<file path="src/rtl/inert_intf_ctrl.sv">
// -----------------------------------------------------------------------------
// inert_intf_ctrl
// Sequencer between a 16-bit-transaction SPI master and the inertial sensor.
// After reset it waits for sensor power-up, writes four configuration
// registers, then on every data-ready interrupt reads pitch-rate L/H and
// AZ L/H, and publishes the assembled words with a one-cycle vld.
//
// Ports:
//   clk      in   system clock
//   rst_n    in   synchronous active-low reset
//   INT      in   sensor data-ready interrupt (asynchronous to clk)
//   done     in   SPI transaction-complete pulse
//   rd_data  in   SPI read data, byte of interest in [7:0]
//   wrt      out  one-cycle pulse starting an SPI transaction
//   cmd      out  SPI command word, held from wrt until done
//   ptch_rt  out  assembled raw pitch rate {H,L}
//   AZ       out  assembled raw Z acceleration {H,L}
//   vld      out  one-cycle pulse, ptch_rt/AZ just updated
//   err      out  sticky transaction-timeout flag
//
// Build option: define INERT_TIMEOUT_EN to enable the per-transaction
// timeout (TIMEOUT_CYC cycles). Without it err is tied low and every
// transaction waits for done indefinitely.
// -----------------------------------------------------------------------------
module inert_intf_ctrl #(
  parameter int INIT_WAIT_BITS = 16,
  parameter int TIMEOUT_CYC    = 1024
) (
  input  logic        clk,
  input  logic        rst_n,
  input  logic        INT,
  input  logic        done,
  input  logic [15:0] rd_data,
  output logic        wrt,
  output logic [15:0] cmd,
  output logic [15:0] ptch_rt,
  output logic [15:0] AZ,
  output logic        vld,
  output logic        err
);

  typedef enum logic [3:0] {
    ST_PWRUP = 4'd0,
    ST_CFG0  = 4'd1,
    ST_CFG1  = 4'd2,
    ST_CFG2  = 4'd3,
    ST_CFG3  = 4'd4,
    ST_IDLE  = 4'd5,
    ST_RD_PL = 4'd6,
    ST_RD_PH = 4'd7,
    ST_RD_AL = 4'd8,
    ST_RD_AH = 4'd9,
    ST_PUB   = 4'd10
  } state_t;

  // Command word issued when a transaction state is entered.
  function automatic logic [15:0] f_cmd(input state_t s);
    logic [15:0] c;
    case (s)
      ST_CFG0:  c = 16'h0D02;
      ST_CFG1:  c = 16'h1053;
      ST_CFG2:  c = 16'h1150;
      ST_CFG3:  c = 16'h1460;
      ST_RD_PL: c = 16'hA400;
      ST_RD_PH: c = 16'hA500;
      ST_RD_AL: c = 16'hAC00;
      ST_RD_AH: c = 16'hAD00;
      default:  c = 16'h0000;
    endcase
    return c;
  endfunction

  // Successor of a transaction state once its done arrives.
  function automatic state_t f_next_xfer(input state_t s);
    state_t n;
    case (s)
      ST_CFG0:  n = ST_CFG1;
      ST_CFG1:  n = ST_CFG2;
      ST_CFG2:  n = ST_CFG3;
      ST_CFG3:  n = ST_IDLE;
      ST_RD_PL: n = ST_RD_PH;
      ST_RD_PH: n = ST_RD_AL;
      ST_RD_AL: n = ST_RD_AH;
      ST_RD_AH: n = ST_PUB;
      default:  n = ST_PWRUP;
    endcase
    return n;
  endfunction

  // True for states that own an SPI transaction and wait for done.
  function automatic logic f_is_xfer(input state_t s);
    logic x;
    case (s)
      ST_CFG0, ST_CFG1, ST_CFG2, ST_CFG3,
      ST_RD_PL, ST_RD_PH, ST_RD_AL, ST_RD_AH: x = 1'b1;
      default:                               x = 1'b0;
    endcase
    return x;
  endfunction

  state_t                    r_state;
  state_t                    w_state_nxt;
  logic [INIT_WAIT_BITS-1:0] r_wait_cnt;
  logic                      r_int_ff1;
  logic                      r_int_ff2;
  logic                      r_int_prev;
  logic                      r_pending;
  logic                      r_wrt;
  logic [15:0]               r_cmd;
  logic [7:0]                r_pl;
  logic [7:0]                r_ph;
  logic [7:0]                r_al;
  logic [15:0]               r_ptch_rt;
  logic [15:0]               r_az;
  logic                      r_vld;
  logic                      w_int_rise;
  logic                      w_xfer;
  logic                      w_start;
  logic                      w_clr_pend;
  logic                      w_timeout;
  logic                      w_unused;

  assign w_int_rise = r_int_ff2 & ~r_int_prev;
  assign w_xfer     = f_is_xfer(r_state);

  // Upper read byte is don't-care; TIMEOUT_CYC only matters with the timeout built in.
  assign w_unused = &{1'b0, rd_data[15:8], (TIMEOUT_CYC > 0)};

  // INT synchronizer plus edge-detect flop.
  always_ff @(posedge clk) begin
    if (!rst_n) begin
      r_int_ff1  <= 1'b0;
      r_int_ff2  <= 1'b0;
      r_int_prev <= 1'b0;
    end else begin
      r_int_ff1  <= INT;
      r_int_ff2  <= r_int_ff1;
      r_int_prev <= r_int_ff2;
    end
  end

  // Pending read request; a rise coinciding with a sequence start wins so
  // that the newer sample is not lost.
  always_ff @(posedge clk) begin
    if (!rst_n) begin
      r_pending <= 1'b0;
    end else if (w_int_rise) begin
      r_pending <= 1'b1;
    end else if (w_clr_pend) begin
      r_pending <= 1'b0;
    end else begin
      r_pending <= r_pending;
    end
  end

  // Power-up wait counter, running only while in PWRUP.
  always_ff @(posedge clk) begin
    if (!rst_n) begin
      r_wait_cnt <= {INIT_WAIT_BITS{1'b0}};
    end else if (r_state == ST_PWRUP) begin
      r_wait_cnt <= r_wait_cnt + INIT_WAIT_BITS'(1);
    end else begin
      r_wait_cnt <= r_wait_cnt;
    end
  end

  // State register.
  always_ff @(posedge clk) begin
    if (!rst_n) begin
      r_state <= ST_PWRUP;
    end else begin
      r_state <= w_state_nxt;
    end
  end

  // Next-state logic; w_start marks the cycle before a transaction's wrt.
  always_comb begin
    w_state_nxt = r_state;
    w_start     = 1'b0;
    w_clr_pend  = 1'b0;
    case (r_state)
      ST_PWRUP: begin
        if (&r_wait_cnt) begin
          w_state_nxt = ST_CFG0;
          w_start     = 1'b1;
        end else begin
          w_state_nxt = ST_PWRUP;
        end
      end
      ST_CFG0, ST_CFG1, ST_CFG2, ST_CFG3: begin
        if (done) begin
          w_state_nxt = f_next_xfer(r_state);
          w_start     = (r_state != ST_CFG3);
        end else if (w_timeout) begin
          // Retry the same configuration write.
          w_state_nxt = r_state;
          w_start     = 1'b1;
        end else begin
          w_state_nxt = r_state;
        end
      end
      ST_IDLE: begin
        if (r_pending) begin
          w_state_nxt = ST_RD_PL;
          w_start     = 1'b1;
          w_clr_pend  = 1'b1;
        end else begin
          w_state_nxt = ST_IDLE;
        end
      end
      ST_RD_PL, ST_RD_PH, ST_RD_AL, ST_RD_AH: begin
        if (done) begin
          w_state_nxt = f_next_xfer(r_state);
          w_start     = (r_state != ST_RD_AH);
        end else if (w_timeout) begin
          // Abandon the sequence; shadows never reach the outputs.
          w_state_nxt = ST_IDLE;
        end else begin
          w_state_nxt = r_state;
        end
      end
      ST_PUB: begin
        w_state_nxt = ST_IDLE;
      end
      default: begin
        w_state_nxt = ST_PWRUP;
      end
    endcase
  end

  // SPI request: wrt lines up with the first cycle of the new state.
  always_ff @(posedge clk) begin
    if (!rst_n) begin
      r_wrt <= 1'b0;
      r_cmd <= 16'h0000;
    end else if (w_start) begin
      r_wrt <= 1'b1;
      r_cmd <= f_cmd(w_state_nxt);
    end else begin
      r_wrt <= 1'b0;
      r_cmd <= r_cmd;
    end
  end

  // Byte shadows captured on done; AH goes straight to the output word.
  always_ff @(posedge clk) begin
    if (!rst_n) begin
      r_pl <= 8'h00;
      r_ph <= 8'h00;
      r_al <= 8'h00;
    end else if (done && (r_state == ST_RD_PL)) begin
      r_pl <= rd_data[7:0];
    end else if (done && (r_state == ST_RD_PH)) begin
      r_ph <= rd_data[7:0];
    end else if (done && (r_state == ST_RD_AL)) begin
      r_al <= rd_data[7:0];
    end else begin
      r_pl <= r_pl;
      r_ph <= r_ph;
      r_al <= r_al;
    end
  end

  // Publish: outputs load on entry to PUB so vld coincides with new values.
  always_ff @(posedge clk) begin
    if (!rst_n) begin
      r_ptch_rt <= 16'h0000;
      r_az      <= 16'h0000;
      r_vld     <= 1'b0;
    end else if (done && (r_state == ST_RD_AH)) begin
      r_ptch_rt <= {r_ph, r_pl};
      r_az      <= {rd_data[7:0], r_al};
      r_vld     <= 1'b1;
    end else begin
      r_ptch_rt <= r_ptch_rt;
      r_az      <= r_az;
      r_vld     <= 1'b0;
    end
  end

`ifdef INERT_TIMEOUT_EN
  localparam int TO_W = (TIMEOUT_CYC > 1) ? $clog2(TIMEOUT_CYC) : 1;
  localparam logic [TO_W-1:0] TO_LAST = TO_W'(TIMEOUT_CYC - 1);

  logic [TO_W-1:0] r_to_cnt;
  logic            r_err;

  // Cycles spent waiting in the current transaction; cleared with wrt.
  always_ff @(posedge clk) begin
    if (!rst_n) begin
      r_to_cnt <= {TO_W{1'b0}};
    end else if (w_start) begin
      r_to_cnt <= {TO_W{1'b0}};
    end else if (w_xfer) begin
      r_to_cnt <= r_to_cnt + TO_W'(1);
    end else begin
      r_to_cnt <= r_to_cnt;
    end
  end

  assign w_timeout = w_xfer & ~done & (r_to_cnt == TO_LAST);

  // Sticky timeout flag.
  always_ff @(posedge clk) begin
    if (!rst_n) begin
      r_err <= 1'b0;
    end else begin
      r_err <= r_err | w_timeout;
    end
  end

  assign err = r_err;
`else
  assign w_timeout = 1'b0;
  assign err       = 1'b0;
`endif

  assign wrt     = r_wrt;
  assign cmd     = r_cmd;
  assign ptch_rt = r_ptch_rt;
  assign AZ      = r_az;
  assign vld     = r_vld;

endmodule
</file>
<file path="config.mk">
export PLATFORM = sky130hd
export DESIGN_NAME = inert_intf_ctrl
export DESIGN_NICKNAME = d
export VERILOG_FILES = /design/src/rtl/inert_intf_ctrl.sv
export SDC_FILE = /design/constraint.sdc
export NUM_CORES = 1
export LEC_CHECK = 0
export CAP_MARGIN = 40
export CORE_ASPECT_RATIO = 0.5
export CORE_UTILIZATION = 35
export DETAILED_ROUTE_END_ITERATION = 10
export GPL_ROUTABILITY_DRIVEN = 0
export PLACE_DENSITY = 0.69
export SLEW_MARGIN = 20
export SYNTH_ARGS = -nofsm -noshare
export SYNTH_HDL_FRONTEND = slang
export SYNTH_SLANG_ARGS = --single-unit
</file>
<file path="constraint.sdc">
create_clock -name clk -period 2.5 [get_ports clk]
set_clock_uncertainty 0.15 [all_clocks]
set_input_delay 0.5 -clock clk [delete_from_list [all_inputs] [get_ports clk]]
set_output_delay 0.5 -clock clk [all_outputs]
set_load 0.005 [all_outputs]
</file>
=== After elaboration in Yosys (flattened, before gate mapping) ===
Memories as Yosys holds them, arrays and structs flattened. A register that Yosys moved wholly into a read port is not among the register bits.
Index checks and enable logic that the tools add are counted.

* Register bits: 98
* Bits in read-only memories: 304
* Bits of input ports: 20
* Word-level logic and storage cells: 63
* Memories: 3

* Add/sub/neg operators: 1
* Equality and inequality tests: 12
* Multiplexer cells: 17
* Bitwise operators: 4
* Reduce and logical (&&, ||, !) cells: 12

{| class="wikitable"
|+ Memory list
! memory !! words !! bits a word !! rd ports !! clocked after Yosys merged registers in !! write ports !! line !! text
|-
| (no name shown) || 16 || 11 || 1 || 1 || 0 || 59 || <nowiki>case (s)</nowiki>
|-
| (no name shown) || 16 || 4 || 1 || 1 || 0 || 76 || <nowiki>case (s)</nowiki>
|-
| (no name shown) || 16 || 4 || 1 || 1 || 0 || 76 ||
|}

{| class="wikitable"
|+ Operator list
! kind !! number
|-
| one-hot mux 4 bit (5 select lines) || 1
|-
| adder 16 x 1 -> 16 bit (second input constant) || 1
|-
| == test 4 x 3 -> 1 bit (second input constant) || 4
|-
| two-way mux 4 bit || 4
|-
| AND reduction 16 bit || 1
|-
| == test 4 bit (second input constant) || 3
|-
| two-way mux 1 bit || 10
|-
| == test 4 x 2 -> 1 bit (second input constant) || 2
|-
| OR reduction 4 bit || 2
|-
| == test 4 x 1 -> 1 bit (second input constant) || 1
|-
| logical AND 1 bit || 4
|-
| zero test 4 bit || 1
|-
| inequality test 4 x 3 -> 1 bit (second input constant) || 1
|-
| inequality test 4 bit (second input constant) || 1
|-
| one-hot mux 1 bit (4 select lines) || 1
|-
| NOT 1 bit || 3
|-
| AND reduction 3 bit || 1
|-
| two-way mux 2 bit || 1
|-
| AND reduction 2 bit || 1
|-
| nonzero test 2 bit || 1
|-
| AND 1 bit || 1
|-
| zero test 1 bit || 1
|}

=== Depth between registers and ports, before layout ===
* Word-level depth: 4
* Gate-level depth with buffers: 12

=== Worst setup path after synthesis ===
Ideal clock, no wire load.

* Kind: reg-to-reg
* From: register r_state[2]
* To: register with a tool-made name
* Data arrival time: 2.460 ns
* Data required time: 2.236 ns
* Path slack: -0.224 ns
* Stages on the path, launching flop included: 12
* Buffers on the path: 2
* Period minus slack after synthesis: 2.724 ns
* Cell sequence: dfxtp_1 -> or4_1 -> buf_2 -> nor4_4 -> nand3_1 -> o211a_1 -> buf_6 -> nor2b_1 -> inv_1 -> ha_1 -> a22o_1 -> a21o_1

{| class="wikitable"
|+ RTL lines
! what !! line !! text
|-
| from (decl) || 101 || <nowiki>state_t r_state;</nowiki>
|-
| from (signal assigned) || 172 || <nowiki>r_state <= w_state_nxt;</nowiki>
|}

=== Final worst setup path ===
* From: register r_state[1]
* To: register r_cmd[10], in the netlist cmd[10]

* Longest elaborated chain between the ends: 3
* Elaborated cells between the ends (all ways): 21
* Classes of those cells: 12 x eq/ne; 6 x mux; 3 x reduce/logical

{| class="wikitable"
|+ Ends and longest elaborated chain
! what !! line !! text
|-
| == test 4 x 3 -> 1 bit, or another cell as far along || 181 || <nowiki>case (r_state)</nowiki>
|-
| OR reduction 4 bit || 181 ||
|-
| one-hot mux 4 bit (5 select lines) (*) || 181 ||
|-
| named net w_state_nxt[0] || 102 || <nowiki>state_t w_state_nxt;</nowiki>
|-
| to (decl) || 109 || <nowiki>logic [15:0] r_cmd;</nowiki>
|}

The timed path passes the listed nets; every way through them passes the cells marked *.
A chain may end at the register's enable or synchronous reset.

==> metrics.md <==
| Metric | Value |
|---|---|
| Synth Area in Compound Gates | 0.171 |
| CTS tree | yes |
| Detail Route Antenna Nets | 0 |
| Total Power | 2.99 mW |
| Vias in the first global route | 3,034 |
| Clock root buffer | clkbuf_16 |
| CP max FO | 5 |
| RSZ-0062 raised after global routing | no |
| Internal power | about 2.4 mW |
| Cell count after synthesis | 467 |
| Post-DP HPWL | 5.99 mm |
| Utilization of the core after routing | 0.481 |
| Vias | 3,326 |
| Area after DPL | 0.00508 mm² |
| Sequential power share | 0.510 |
| FP Rows | 27 |
| Die Ht | 79.2 µm |
| Worst-Margin Slew | 801 ps |
| Largest family of logic cells by synthesized area | simple AND/OR/NAND/NOR gates |
| Core ar. | ~0.011 mm² |
| Die X | about 160 µm |
| Distinct cells, synth | 52 |
| WS Path Type | reg2reg |
| Status | finished clean |
| VDD IR-drop max | 357 µV |
| Top-area cell type share of the netlist area | 0.456 |
| CTS H-tree depth | 3 |
| Final hold violations | 0 |
| Worst Hold Class | reg2reg |
| Overall routing resource usage | 0.151 |
| Clock power share | 0.462 |
| Number of flops mapped to enable cells by yosys | 0 |
| CP Capture Type | register |
| Initial antenna violation count | 0 |
| Mapped Area | around 0.0042 mm² |
| Total CTS buffers | 9 |
| Clock buffer depth | 2 |
| Rel. slew slack | 0.466 |
| First-pass GRT wire length | 14.6 mm |
| Fraction of registers with async set/reset | 0 |
| DR DRC count | 0 |
| Clk_lat worst skew | 330 ps |
| Switching power share of the total | 0.194 |
| Sw power | 580 µW |
| Minimum clock period | about 2300 ps |
| DRT Pass-1 Iters | 4 |
| Fmax | between 0.4 and 0.5 GHz |
| I/O pins | 71 |
| CP Data Required Time | 2610 ps |
| Drt total wl | 8.71 mm |
| Mux contribution to synthesized area | 0.0456 |
| Post-Synth Adder-Cell Area | 0.0240 |
| Slew Viols, Final | 0 |
| Max-cap violations | 0 |
| Synth Area in XOR/XNOR | 0.0273 |
| Synth Flop Type | dfxtp_1 |
| Cell taking the most area after synthesis | dfxtp_1 |
| Fin nets | 570 |
| Die area | 0.0124 mm² |
| Largest net degree at the start of global routing | between 70 and 80 |
| DR WL/cell | 12.4 µm |
| Drt initial violations | 222 |
| R2R Path Start | r_state[1]$_SDFF_PN0_ |
| Logic pwr share | 0.028 |
| Power Density | 551 mW/mm² |
| Mean area per synthesized cell | just under 9 µm² |
| Sequential area share after synthesis | 0.456 |
| Simple-Gate Fraction of Synth Area | 0.228 |
| Top cells by area, synth | dfxtp_1, nand2_1, a21boi_0 |
| Leakage | 2.01 nW |
| Critical path origin | r_state[1]$_SDFF_PN0_ |
| Initial Util | 0.370 |
| Startpoint Class | register |
| Min-Delay Startpoint | r_int_ff1$_SDFF_PN0_ |
| # Post-CTS Setup Buffers | 0 |
| Post-Layout Inst Area | 0.00543 mm² |
| Synthesis Warnings | 0 |
| Gr ovfl total | 0 |
| Crit path DAT | 2450 ps |
| Syn-to-layout area delta | 30.1% |
| Flop2flop setup slack | approximately 160 ps |
| Vias per cell | 4.72 |
| Layout cell share with drive strength beyond 1 | 0.127 |
| #FFs+latches synth | between 90 and 100 |
| Setup Total Neg Slack | 0 ps |
| Fin crit share | 0.937 |
| Clk slew on worst S/H paths | approximately 60 ps |
| Setup violations, final | 0 |
| Antenna diodes | 0 |
| Clock Sinks | 95 |
| Buffers on Ports | 56 |
placed cells by master (no fill, tap or decap), types with 4 or more instances in the layout:
cell             instances
nor2_1                   8
inv_1                    7
nor2b_1                 27
and2_1                  22
xor2_1                   4
o21ai_0                 17
buf_4                   35
ha_1                     6
nand3_1                  6
conb_1                   6
xnor2_1                  9
a22oi_1                  4
a21oi_1                  6
clkdlybuf4s50_1         54
nand4_1                  4
nand2b_1                 5
clkbuf_16                9
mux2i_1                 19
dfxtp_1                 94
a21boi_0                45
nand2_1                 96
kinds of logic after synthesis:
| group | count (synthesis) |
|---|---|
| and+or+nand+nor | 190 |
| AOI/OAI and AO/OA | 99 |
| DFF | 95 |
| buffers and inverters | 42 |
| muxes | 19 |
| xor gates and xnor gates | 13 |
| adders and majority gates | 8 |
| other | 1 |
state kept, by name, summed over array words and instances, names as in the netlist, named ones only:
signal / cells
r_int_ff1: 1
r_ph: 8
AZ: 16
vld: 1
r_int_prev: 1
ptch_rt: 16
r_al: 8
cmd: 9
r_pl: 8
r_wait_cnt: 16
r_state: 4
r_pending: 1
r_int_ff2: 1
wrt: 1
stage by stage:
step	hold WS (ps)	setup WS, ps	instances
2_1_floorplan	262	-15.6	472
3_3_place_gp	265	-179	690
3_5_place_dp	290	-218	690
4_1_cts	307	1.75	704
5_1_grt	316	17.5	704
6_report	301	159	704
power by group through the flow:
stage	sequential [mW]	clock (mW)	combinational [mW]
after global routing	1.53	1.49	0.0919
after global placement	1.56	0	0.0843
final	1.53	1.38	0.0841
after detailed placement	1.56	0	0.0852
after CTS	1.53	1.43	0.0857
after floorplan	1.56	0	0.0522
area by class of cell:
| cell class | instances | area [µm²] |
|---|---|---|
| clock buffers | 12 | 267 |
| multi-input cells | 335 | 2140 |
| well taps | 159 | 199 |
| flip-flops and latches | 95 | 1900 |
| inverters | 8 | 30.0 |
| repair buffers | 93 | 852 |
| fillers | 1088 | 5860 |
| clock inverters | 2 | 38.8 |
critical path, stage by stage, from the launching register on:
cell	delay [ps]
dfxtp_1	310
or4_4	550
nor4_4	180
nand3_2	130
o211a_4	190
inv_2	80
ha_2	190
nor2_1	50
a211o_1	290
a31oi_1	160
per-layer routing:
layer	track usage	part of all wire
met5	0	0
met4	0.0559	0.013
met3	0.0393	0.032
met2	0.244	0.47
met1	0.194	0.49
synthesized netlist by cell type, types with 9 or more instances:
| cell | instances |
|---|---|
| nor2b_1 | 29 |
| mux2i_1 | 19 |
| nand2_1 | 96 |
| dfxtp_1 | 95 |
| xnor2_1 | 9 |
| a21boi_0 | 45 |
| o21ai_0 | 17 |
| clkbuf_1 | 22 |
| and2_1 | 22 |
worst paths after layout:
kind                           to  cells after the start
max          cmd[10]$_SDFFE_PN0P_                      9
min          r_int_ff2$_SDFF_PN0_                      1
max reg2reg  cmd[10]$_SDFFE_PN0P_                      9
min reg2reg  r_int_ff2$_SDFF_PN0_                      1
repair_timing:
action,in CTS,in global routing
endpoints found under the setup margin,0,8
hold buffers,0,0
resized for setup,0,11
Power figures use the tool's default switching activity.
